--- config.mk ---
export PLATFORM = sky130hd
export DESIGN_NAME = bus_fabric
export DESIGN_NICKNAME = d
export VERILOG_FILES = /design/src/rtl/bus_fabric_pkg.sv /design/src/rtl/bus_fabric_decoder.sv /design/src/rtl/bus_fabric.sv
export SDC_FILE = /design/constraint.sdc
export NUM_CORES = 1
export LEC_CHECK = 0
export CORE_MARGIN = 2
export CORE_UTILIZATION = 40
export DETAILED_ROUTE_END_ITERATION = 8
export PLACE_DENSITY = 0.84
export SETUP_SLACK_MARGIN = 0.15
export SYNTH_ARGS = -nofsm -noshare
export SYNTH_HDL_FRONTEND = slang
export SYNTH_SLANG_ARGS = --single-unit
export TNS_END_PERCENT = 20
--- constraint.sdc ---
create_clock -name clk -period 5.7 [get_ports clk]
set_clock_uncertainty 0.05 [all_clocks]
set_input_delay 1.14 -clock clk [delete_from_list [all_inputs] [get_ports clk]]
set_output_delay 1.14 -clock clk [all_outputs]
set_load 0.02 [all_outputs]
--- src/rtl/bus_fabric_pkg.sv ---
// Shared types, widths and packed-parameter field helpers for the CPU memory-map fabric.
package bus_fabric_pkg;

  localparam int WAIT_W     = 4;
  localparam int ERR_CNT_W  = 8;
  localparam int MAX_SLAVES = 8;
  localparam int MAX_AW     = 32;

  typedef enum logic [1:0] {
    IDLE = 2'd0,
    WAIT = 2'd1,
    DONE = 2'd2
  } state_e;

  function automatic int idx_width(input int n);
    return (n > 1) ? $clog2(n) : 1;
  endfunction

  // Callers zero-extend their packed BASE/MASK vector to MAX_SLAVES*MAX_AW bits first.
  function automatic logic [MAX_AW-1:0] field_addr(
    input logic [MAX_SLAVES*MAX_AW-1:0] vec,
    input int                           aw,
    input int                           idx
  );
    logic [MAX_SLAVES*MAX_AW-1:0] sh;
    logic [MAX_AW-1:0]            keep;
    sh   = vec >> (idx * aw);
    keep = {MAX_AW{1'b1}} >> (MAX_AW - aw);
    return sh[MAX_AW-1:0] & keep;
  endfunction

  function automatic logic [WAIT_W-1:0] field_wait(
    input logic [MAX_SLAVES*WAIT_W-1:0] vec,
    input int                           idx
  );
    return vec[idx*WAIT_W +: WAIT_W];
  endfunction

endpackage

--- src/rtl/bus_fabric_decoder.sv ---
// Combinational base/mask region decoder; on overlapping regions the lowest slave index wins.
module bus_addr_decoder
  import bus_fabric_pkg::*;
#(
  parameter int                             NUM_SLAVES = 4,
  parameter int                             ADDR_WIDTH = 16,
  parameter logic [NUM_SLAVES*ADDR_WIDTH-1:0] SLAVE_BASE = '0,
  parameter logic [NUM_SLAVES*ADDR_WIDTH-1:0] SLAVE_MASK = '0,
  localparam int                            IDX_W      = idx_width(NUM_SLAVES)
) (
  input  logic [ADDR_WIDTH-1:0] addr_i,
  output logic [NUM_SLAVES-1:0] hit_o,
  output logic [IDX_W-1:0]      idx_o,
  output logic                  valid_o
);

  localparam logic [MAX_SLAVES*MAX_AW-1:0] BASE_EXT = (MAX_SLAVES*MAX_AW)'(SLAVE_BASE);
  localparam logic [MAX_SLAVES*MAX_AW-1:0] MASK_EXT = (MAX_SLAVES*MAX_AW)'(SLAVE_MASK);

  // Scan from the highest index down so the lowest matching index is written last.
  always_comb begin
    hit_o   = '0;
    idx_o   = '0;
    valid_o = 1'b0;
    for (int i = NUM_SLAVES - 1; i >= 0; i--) begin
      if ((addr_i & ADDR_WIDTH'(field_addr(MASK_EXT, ADDR_WIDTH, i)))
          == ADDR_WIDTH'(field_addr(BASE_EXT, ADDR_WIDTH, i))) begin
        hit_o    = '0;
        hit_o[i] = 1'b1;
        idx_o    = IDX_W'(i);
        valid_o  = 1'b1;
      end
    end
  end

endmodule

--- src/rtl/bus_fabric.sv ---
// CPU memory-map fabric: chip selects, write strobes, read mux, wait states, unmapped-access log.
// Optional error interrupt (bus_err_irq/bus_err_ack) is built when BUS_FABRIC_ERR_IRQ_EN is defined.
module bus_fabric
  import bus_fabric_pkg::*;
#(
  parameter int                               NUM_SLAVES   = 4,
  parameter int                               ADDR_WIDTH   = 16,
  parameter int                               DATA_WIDTH   = 8,
  parameter logic [NUM_SLAVES*ADDR_WIDTH-1:0] SLAVE_BASE   = {16'hfc00, 16'h0800, 16'h0400, 16'h0000},
  parameter logic [NUM_SLAVES*ADDR_WIDTH-1:0] SLAVE_MASK   = {16'hfc00, 16'hfc00, 16'hfc00, 16'hfc00},
  parameter logic [NUM_SLAVES*WAIT_W-1:0]     SLAVE_WAIT   = {4'd0, 4'd2, 4'd0, 4'd0},
  parameter logic [DATA_WIDTH-1:0]            DEFAULT_DATA = 8'h00
) (
  input  logic                             clk,
  input  logic                             reset,
  input  logic [ADDR_WIDTH-1:0]            cpu_addr,
  input  logic                             cpu_we,
  input  logic [DATA_WIDTH-1:0]            cpu_do,
  output logic [DATA_WIDTH-1:0]            cpu_di,
  output logic                             cpu_rdy,
  output logic [NUM_SLAVES-1:0]            s_cs,
  output logic [NUM_SLAVES-1:0]            s_we,
  output logic [DATA_WIDTH-1:0]            s_wdata,
  input  logic [NUM_SLAVES*DATA_WIDTH-1:0] s_rdata,
  output logic [ERR_CNT_W-1:0]             err_count,
  output logic [ADDR_WIDTH-1:0]            err_addr,
`ifdef BUS_FABRIC_ERR_IRQ_EN
  output logic                             bus_err_irq,
  input  logic                             bus_err_ack,
`endif
  output logic [1:0]                       dbg_state
);

  localparam int IDX_W = idx_width(NUM_SLAVES);
  localparam logic [MAX_SLAVES*WAIT_W-1:0] WAIT_EXT = (MAX_SLAVES*WAIT_W)'(SLAVE_WAIT);

  logic [NUM_SLAVES-1:0] dec_hit;
  logic [IDX_W-1:0]      dec_idx;
  logic                  dec_valid;
  logic [WAIT_W-1:0]     sel_wait;

  state_e                state_q, state_d;
  logic [WAIT_W-1:0]     cnt_q, cnt_d;
  logic [IDX_W-1:0]      sel_idx_q;
  logic                  sel_valid_q;
  logic [ERR_CNT_W-1:0]  err_count_q;
  logic [ADDR_WIDTH-1:0] err_addr_q;
  logic                  err_event;

  bus_addr_decoder #(
    .NUM_SLAVES (NUM_SLAVES),
    .ADDR_WIDTH (ADDR_WIDTH),
    .SLAVE_BASE (SLAVE_BASE),
    .SLAVE_MASK (SLAVE_MASK)
  ) u_decoder (
    .addr_i  (cpu_addr),
    .hit_o   (dec_hit),
    .idx_o   (dec_idx),
    .valid_o (dec_valid)
  );

  assign sel_wait = field_wait(WAIT_EXT, int'(dec_idx));

  // The IDLE cycle that spots the hit is itself the first stall cycle, so a slave
  // with wait k spends k-1 cycles in WAIT; wait 1 goes straight to DONE.
  always_comb begin
    state_d = state_q;
    cnt_d   = cnt_q;
    cpu_rdy = 1'b1;
    case (state_q)
      IDLE: begin
        if (dec_valid && sel_wait != '0) begin
          cpu_rdy = 1'b0;
          cnt_d   = sel_wait - WAIT_W'(1);
          state_d = (sel_wait == WAIT_W'(1)) ? DONE : WAIT;
        end
      end
      WAIT: begin
        cpu_rdy = 1'b0;
        cnt_d   = cnt_q - WAIT_W'(1);
        if (cnt_q <= WAIT_W'(1)) begin
          cnt_d   = '0;
          state_d = DONE;
        end
      end
      DONE: begin
        cpu_rdy = 1'b1;
        state_d = IDLE;
      end
      default: begin
        state_d = IDLE;
        cnt_d   = '0;
      end
    endcase
  end

  always_ff @(posedge clk or negedge reset) begin
    if (!reset) begin
      state_q <= IDLE;
      cnt_q   <= '0;
    end else begin
      state_q <= state_d;
      cnt_q   <= cnt_d;
    end
  end

  assign s_cs      = dec_hit;
  assign s_we      = dec_hit & {NUM_SLAVES{cpu_we & cpu_rdy}};
  assign s_wdata   = cpu_do;
  assign dbg_state = state_q;

  // Select is captured only on completing cycles so the mux tracks the slave that just finished.
  always_ff @(posedge clk or negedge reset) begin
    if (!reset) begin
      sel_idx_q   <= '0;
      sel_valid_q <= 1'b0;
    end else if (cpu_rdy) begin
      sel_idx_q   <= dec_idx;
      sel_valid_q <= dec_valid;
    end
  end

  always_comb begin
    cpu_di = DEFAULT_DATA;
    for (int i = 0; i < NUM_SLAVES; i++) begin
      if (sel_valid_q && sel_idx_q == IDX_W'(i)) begin
        cpu_di = s_rdata[i*DATA_WIDTH +: DATA_WIDTH];
      end
    end
  end

  assign err_event = cpu_rdy & ~dec_valid;

  always_ff @(posedge clk or negedge reset) begin
    if (!reset) begin
      err_count_q <= '0;
      err_addr_q  <= '0;
    end else if (err_event) begin
      err_addr_q <= cpu_addr;
      if (err_count_q != {ERR_CNT_W{1'b1}}) begin
        err_count_q <= err_count_q + ERR_CNT_W'(1);
      end
    end
  end

  assign err_count = err_count_q;
  assign err_addr  = err_addr_q;

`ifdef BUS_FABRIC_ERR_IRQ_EN
  logic irq_q;

  // A new error in the same cycle as the ack keeps the interrupt raised.
  always_ff @(posedge clk or negedge reset) begin
    if (!reset) begin
      irq_q <= 1'b0;
    end else if (err_event) begin
      irq_q <= 1'b1;
    end else if (bus_err_ack) begin
      irq_q <= 1'b0;
    end
  end

  assign bus_err_irq = irq_q;
`endif

endmodule

==> results of run 1 <==
[metrics by stage]
stage	instance area [µm²]	power, µW
2_1_floorplan	1844	747.5
3_3_place_gp	2768	985.5
3_5_place_dp	2768	998.5
4_1_cts	2869	1194
5_1_grt	2869	1261
6_report	2869	1179
[worst max-delay path: stages]
cell,delay (ns)
sky130_fd_sc_hd__clkdlybuf4s50_1,0.45
sky130_fd_sc_hd__or4_4,0.60
sky130_fd_sc_hd__nor3b_2,0.41
sky130_fd_sc_hd__o21ai_2,0.19
sky130_fd_sc_hd__and3_2,0.24
sky130_fd_sc_hd__clkdlybuf4s50_1,0.56
[worst max-delay path by stage]
stage / cells past startpoint / startpoint / endpoint
after floorplan: 4 / cpu_addr[12] / s_we[0]
after global placement: 6 / cpu_addr[12] / s_we[3]
after detailed placement: 6 / cpu_addr[12] / s_we[3]
after CTS: 6 / cpu_addr[12] / s_we[3]
after global routing: 6 / cpu_addr[12] / s_we[3]
final: 6 / cpu_addr[12] / s_we[3]
[layout make-up]
class,instances,area (µm²),share of cell area
clock buffer,7,96.34,0.03358
clock inverter,1,5.005,0.001744
tap,52,65.06,0.02268
inverter,6,22.52,0.007850
multi-input combinational,102,915.9,0.3192
sequential,33,825.8,0.2878
timing repair buffer,94,938.4,0.3271
[layer usage]
metal  global-route usage  vias to the layer above  routed length, µm
met1               0.2202                      769               1839
met4              0.05870                        0                 60
met5                    0                        -                  0
met2               0.3210                       66               2251
met3              0.06944                        8                469
li1                     -                      728                  -
[cells by family (layout without fill, tap and decap cells)]
group | count (synthesis) | after routing
flip-flops | 33 | 33
AO/OA/AOI/OAI | 19 | 19
buffers and inverters | 18 | 108
adder cells (fa/ha/maj) | 3 | 3
multiplexers | 30 | 30
XOR/XNOR | 3 | 3
AND/OR/NAND/NOR | 47 | 47
[sequential cells by signal, indices dropped and copies added (netlist names)]
| signal | cells |
|---|---|
| cnt_q | 4 |
| dbg_state | 2 |
| err_addr | 16 |
| err_count | 8 |
| sel_idx_q | 2 |
| sel_valid_q | 1 |
[layout by cell type, fill, tap and decap left out, types with 2 or more instances in the layout]
cell type / count
sky130_fd_sc_hd__and2_1: 10
sky130_fd_sc_hd__a21oi_1: 5
sky130_fd_sc_hd__dfrtp_1: 33
sky130_fd_sc_hd__nor2_1: 6
sky130_fd_sc_hd__a31oi_1: 2
sky130_fd_sc_hd__ha_1: 3
sky130_fd_sc_hd__nand4_1: 4
sky130_fd_sc_hd__nand2b_1: 4
sky130_fd_sc_hd__o21ai_0: 2
sky130_fd_sc_hd__and3_2: 4
sky130_fd_sc_hd__inv_1: 6
sky130_fd_sc_hd__o22ai_1: 2
sky130_fd_sc_hd__mux4_2: 8
sky130_fd_sc_hd__nor3_1: 5
sky130_fd_sc_hd__clkdlybuf4s50_1: 93
sky130_fd_sc_hd__clkbuf_8: 7
sky130_fd_sc_hd__nand2_1: 5
sky130_fd_sc_hd__o21a_1: 3
sky130_fd_sc_hd__mux2_2: 20
sky130_fd_sc_hd__xor2_1: 2
[power groups by stage]
stage	clock network, µW	registers (µW)	logic, µW
6_report	189	406	584
2_1_floorplan	0	464	283
3_3_place_gp	0	407	578
5_1_grt	208	422	631
4_1_cts	196	407	591
3_5_place_dp	0	410	589
==> run metrics, run 1 <==
TritonCTS Sinks 33; Syn Std Cell Area 1844 µm²; first-pass detailed-route iteration total 4; crit path DAT roughly 3.6 ns; Seq/Total Area, Yosys 0.4478; CP required 4.51 ns; Synth Register Bits 33; CP endpoint kind primary output; path type of the worst setup path input pin to primary output; largest fanout on the critical path 8; worst slack, placed 0.9011 ns; final setup violation count 0; power per cell area between 400 and 500 nW/µm²; largest net degree at the start of global routing 34; overall global routing resource usage 0.1877; I/O pin count 110; Worst-Skew Late Latency roughly 0.28 ns; normalized max-slew margin 0.5669; CTS tree built; post-route ant nets 0; final max-slew violation count 0; number of resized instances in the post-cts repair step 0; number of library cell types mapped by synthesis 38; vertical extent of the die 71.90 µm; fillers between 300 and 400; nature of the critical path startpoint input pin; area added between synthesis and finish 55.56%; diode insertion count for antenna repair 0; final setup margin approximately 0.91 ns; number of DRC violations after detailed-routing iteration 0 42; final worst path period need between 4 and 5 ns; Clock power frac 0.161; clk slew on worst S/H paths 0.06 ns; internal power 741.6 µW; GR Overflow Total 0; area leader, netlist sky130_fd_sc_hd__dfrtp_1; final core area utilization 0.6544; post-synthesis share of cell area spent on full adders, half adders and majority gates 0.02035; power dissipated by switching net loads 437.8 µW; number of buffers created by CTS 5; count of buffers from port buffering 93; routed wirelength normalized by instance count 15.66 µm; largest family of logic cells by synthesized area multiplexers; area fraction of the dominant cell type after synthesis 0.4478; vias post-DR between 1500 and 2000; final sum of negative setup slack 0 ns; number of instances in the synthesized netlist 153; Max Fclk 208.6 MHz; post-synthesis net count ~220; total wirelength of the detailed-routed design about 4600 µm; horizontal die dimension 71.90 µm; mean post-synth cell area around 12 µm²; most numerous cell in the Yosys netlist sky130_fd_sc_hd__dfrtp_1; initial antenna violation count 0; CTS HTree Levels 2; via count of the first global-routing pass around 1600; Seq pwr share 0.344; setup repair after global routing missed its margin no; clock tree buffer depth 2; result of the run finished clean; static power due to leakage 0.001162 µW; largest cells by area after synthesis sky130_fd_sc_hd__dfrtp_1, sky130_fd_sc_hd__mux2_2, sky130_fd_sc_hd__mux4_2, sky130_fd_sc_hd__buf_4, sky130_fd_sc_hd__and2_1; final hold vios 0; hold path depth 1; placed wire-length estimate after detailed placement 3653 µm; relative contribution of combinational cells to total power 0.495; floorplan die area around 5200 µm²; hold path endpoint err_addr[11]$_DFFE_PN0P_; fraction of power spent switching nets 0.3712; Post-Synth Simple-Gate Area 0.1547; destination of the worst register-to-register timing path err_addr[1]$_DFFE_PN0P_; Synth async-reset ratio 1.000; Reg2Reg Setup Slack between 3 and 4 ns; number of enable-type register cells in the synthesized netlist 0; number of non-filler instances in the completed layout around 300; Reg2Reg Launch Point dbg_state[0]$_DFFE_PN0P_; slew at the pin closest to its max-slew limit 0.6483 ns; per-cell via count in the routed design approximately 5.3; cell count of the worst reg-to-reg path 3; fin crit share 0.8409; count of hold buffers inserted by post-cts repair 0; total instance count after detailed placement ~290; last weighted congestion value of the routability-driven placer ~0.75; Worst Hold Launch err_addr[11]$_DFFE_PN0P_; master cell of the clock root buffer sky130_fd_sc_hd__clkbuf_8; area share of xor/xnor cells in the synthesized design 0.01425; highest ir drop seen on vdd ~0.00030 V; max-cap violations 0; final worst hold slack about 0.45 ns; dominant synthesized flop cell sky130_fd_sc_hd__dfrtp_1; initial core utilization 0.4207; core outline area 4384 µm²; detailed-route DRC error count 0; share of the synthesized area in compound gates (AO/OA/AOI/OAI) 0.06988; share of layout cells above drive strength 1 0.1975; Hold/Removal Path Class register to register; Final Net Count between 300 and 400; count of yosys warnings during synthesis 0; proportion of synthesized area in mux cells 0.2374; FP Rows 24; synth cell count leaders sky130_fd_sc_hd__dfrtp_1, sky130_fd_sc_hd__mux2_2, sky130_fd_sc_hd__and2_1, sky130_fd_sc_hd__buf_4, sky130_fd_sc_hd__mux4_2; first-pass GRT wire length approximately 7500 µm; Setup Buffers After CTS 0
Power figures use the tool's default switching activity.
==> run 2, diff against run 1 <==
Settings changed: CORE_UTILIZATION 40 to 38, PLACE_DENSITY 0.84 to 0.8.
Clock period 5.7 ns to 4.65 ns, I/O delays scaled along.
==> run 2 against run 1 <==
  * Power increased by 23%
  * Die area increased by 5.0%
  * Clock power increased by 23%
  * Global-route usage decreased by 1.4 points
  * Utilization decreased by 4.2 points
  * Sequential share of layout area about the same
  * Critical path type unchanged
==> run metrics, run 2 (synthesized netlist as in run 1, its figures left out) <==
horizontal die dimension ~74 µm; final setup violation count 0; floorplan die area approximately 5400 µm²; per-cell via count in the routed design around 5.2; Clock power frac 0.161; final hold vios 0; slew at the pin closest to its max-slew limit ~0.70 ns; last weighted congestion value of the routability-driven placer between 0.7 and 0.8; first-pass GRT wire length approximately 7200 µm; Max Fclk 233.3 MHz; CP endpoint kind primary output; vias post-DR around 1600; placed wire-length estimate after detailed placement about 3500 µm; core outline area approximately 4700 µm²; Seq pwr share 0.346; clk slew on worst S/H paths roughly 0.06 ns; number of resized instances in the post-cts repair step 0; CTS tree built; normalized max-slew margin 0.5315; largest fanout on the critical path 8; initial antenna violation count 0; I/O pin count 110; power dissipated by switching net loads between 500 and 600 µW; CP required between 3 and 4 ns; Final Net Count about 300; detailed-route DRC error count 0; number of non-filler instances in the completed layout 297; CTS HTree Levels 2; number of DRC violations after detailed-routing iteration 0 23; largest net degree at the start of global routing 34; power per cell area slightly above 500 nW/µm²; result of the run finished clean; final max-slew violation count 0; static power due to leakage 0.001162 µW; share of layout cells above drive strength 1 0.1975; Setup Buffers After CTS 0; post-route ant nets 0; FP Rows 25; number of buffers created by CTS 5; area added between synthesis and finish 55.70%; diode insertion count for antenna repair 0; Reg2Reg Setup Slack about 2.8 ns; path type of the worst setup path input pin to primary output; leading cell types in the layout, fill and taps excluded sky130_fd_sc_hd__clkdlybuf4s50_1, sky130_fd_sc_hd__dfrtp_1, sky130_fd_sc_hd__mux2_2; final core area utilization 0.6120; most common cell after layout, fill and taps aside sky130_fd_sc_hd__clkdlybuf4s50_1; nature of the critical path startpoint input pin; setup repair after global routing missed its margin no; GR Overflow Total 0; final sum of negative setup slack 0 ns; highest ir drop seen on vdd between 0.0003 and 0.0004 V; via count of the first global-routing pass between 1000 and 1500; crit path DAT approximately 3.3 ns; final worst path period need roughly 4.3 ns; clock tree buffer depth 2; overall global routing resource usage 0.1733; first-pass detailed-route iteration total 5; master cell of the clock root buffer sky130_fd_sc_hd__clkbuf_8; count of buffers from port buffering 93; total wirelength of the detailed-routed design 4442 µm; count of hold buffers inserted by post-cts repair 0; Hold/Removal Path Class register to register; relative contribution of combinational cells to total power 0.493; routed wirelength normalized by instance count 14.96 µm; Worst-Skew Late Latency 0.28 ns; internal power roughly 910 µW; fraction of power spent switching nets 0.3711; max-cap violations 0; initial core utilization 0.3931; flip-flop count of the largest register after layout 16; vertical extent of the die around 74 µm; total instance count after detailed placement between 200 and 300; fin crit share 0.9216; TritonCTS Sinks 33
-- run 2: through the flow --
step	setup WS [ns]	cell area (µm²)	total power, µW	hold slack [ns]
floorplan	1.082	1844	916.3	0.4635
global placement	0.3845	2770	1209	0.4382
detailed placement	0.3544	2770	1223	0.4426
CTS	0.3535	2872	1466	0.4572
global route	0.2220	2872	1547	0.4708
finish	0.3644	2872	1446	0.4551
-- run 2: metal layers --
| metal | GRT usage | share of wire |
|---|---|---|
| met1 | 0.2191 | 0.42 |
| met2 | 0.2798 | 0.47 |
| met3 | 0.06310 | 0.10 |
| met4 | 0.04848 | 0.010 |
| met5 | 0 | 0 |
-- run 2: critical path, stage by stage --
cell	delay, ns
sky130_fd_sc_hd__clkdlybuf4s50_1	0.44
sky130_fd_sc_hd__or4_4	0.60
sky130_fd_sc_hd__nor3b_2	0.39
sky130_fd_sc_hd__o21ai_2	0.18
sky130_fd_sc_hd__and3_2	0.24
sky130_fd_sc_hd__clkdlybuf4s50_1	0.53
-- run 2: layout make-up --
class	count	area, µm²
Sequential cell	33	825.8
Clock buffer	7	96.34
Tap cell	54	67.56
Clock inverter	1	5.005
Multi-Input combinational cell	102	915.9
Fill cell	389	1821
Timing Repair Buffer	94	938.4
Inverter	6	22.52
-- run 2: final timing paths --
kind                                               start                        to  cells after the start
worst min-delay path            err_addr[12]$_DFFE_PN0P_  err_addr[12]$_DFFE_PN0P_                      1
worst min register to register  err_addr[12]$_DFFE_PN0P_  err_addr[12]$_DFFE_PN0P_                      1
worst max register to register  dbg_state[0]$_DFFE_PN0P_   err_addr[3]$_DFFE_PN0P_                      3
max in group asynchronous                          reset  err_addr[12]$_DFFE_PN0P_                      2
min in group asynchronous                          reset   err_addr[3]$_DFFE_PN0P_                      2
worst max-delay path                        cpu_addr[12]                   s_we[0]                      6
-- run 2: power groups by stage --
stage	clock network, µW	logic (µW)	registers (µW)
5_1_grt	253	774	520
3_3_place_gp	0	707	502
4_1_cts	241	723	501
2_1_floorplan	0	347	569
6_report	233	713	500
3_5_place_dp	0	720	503
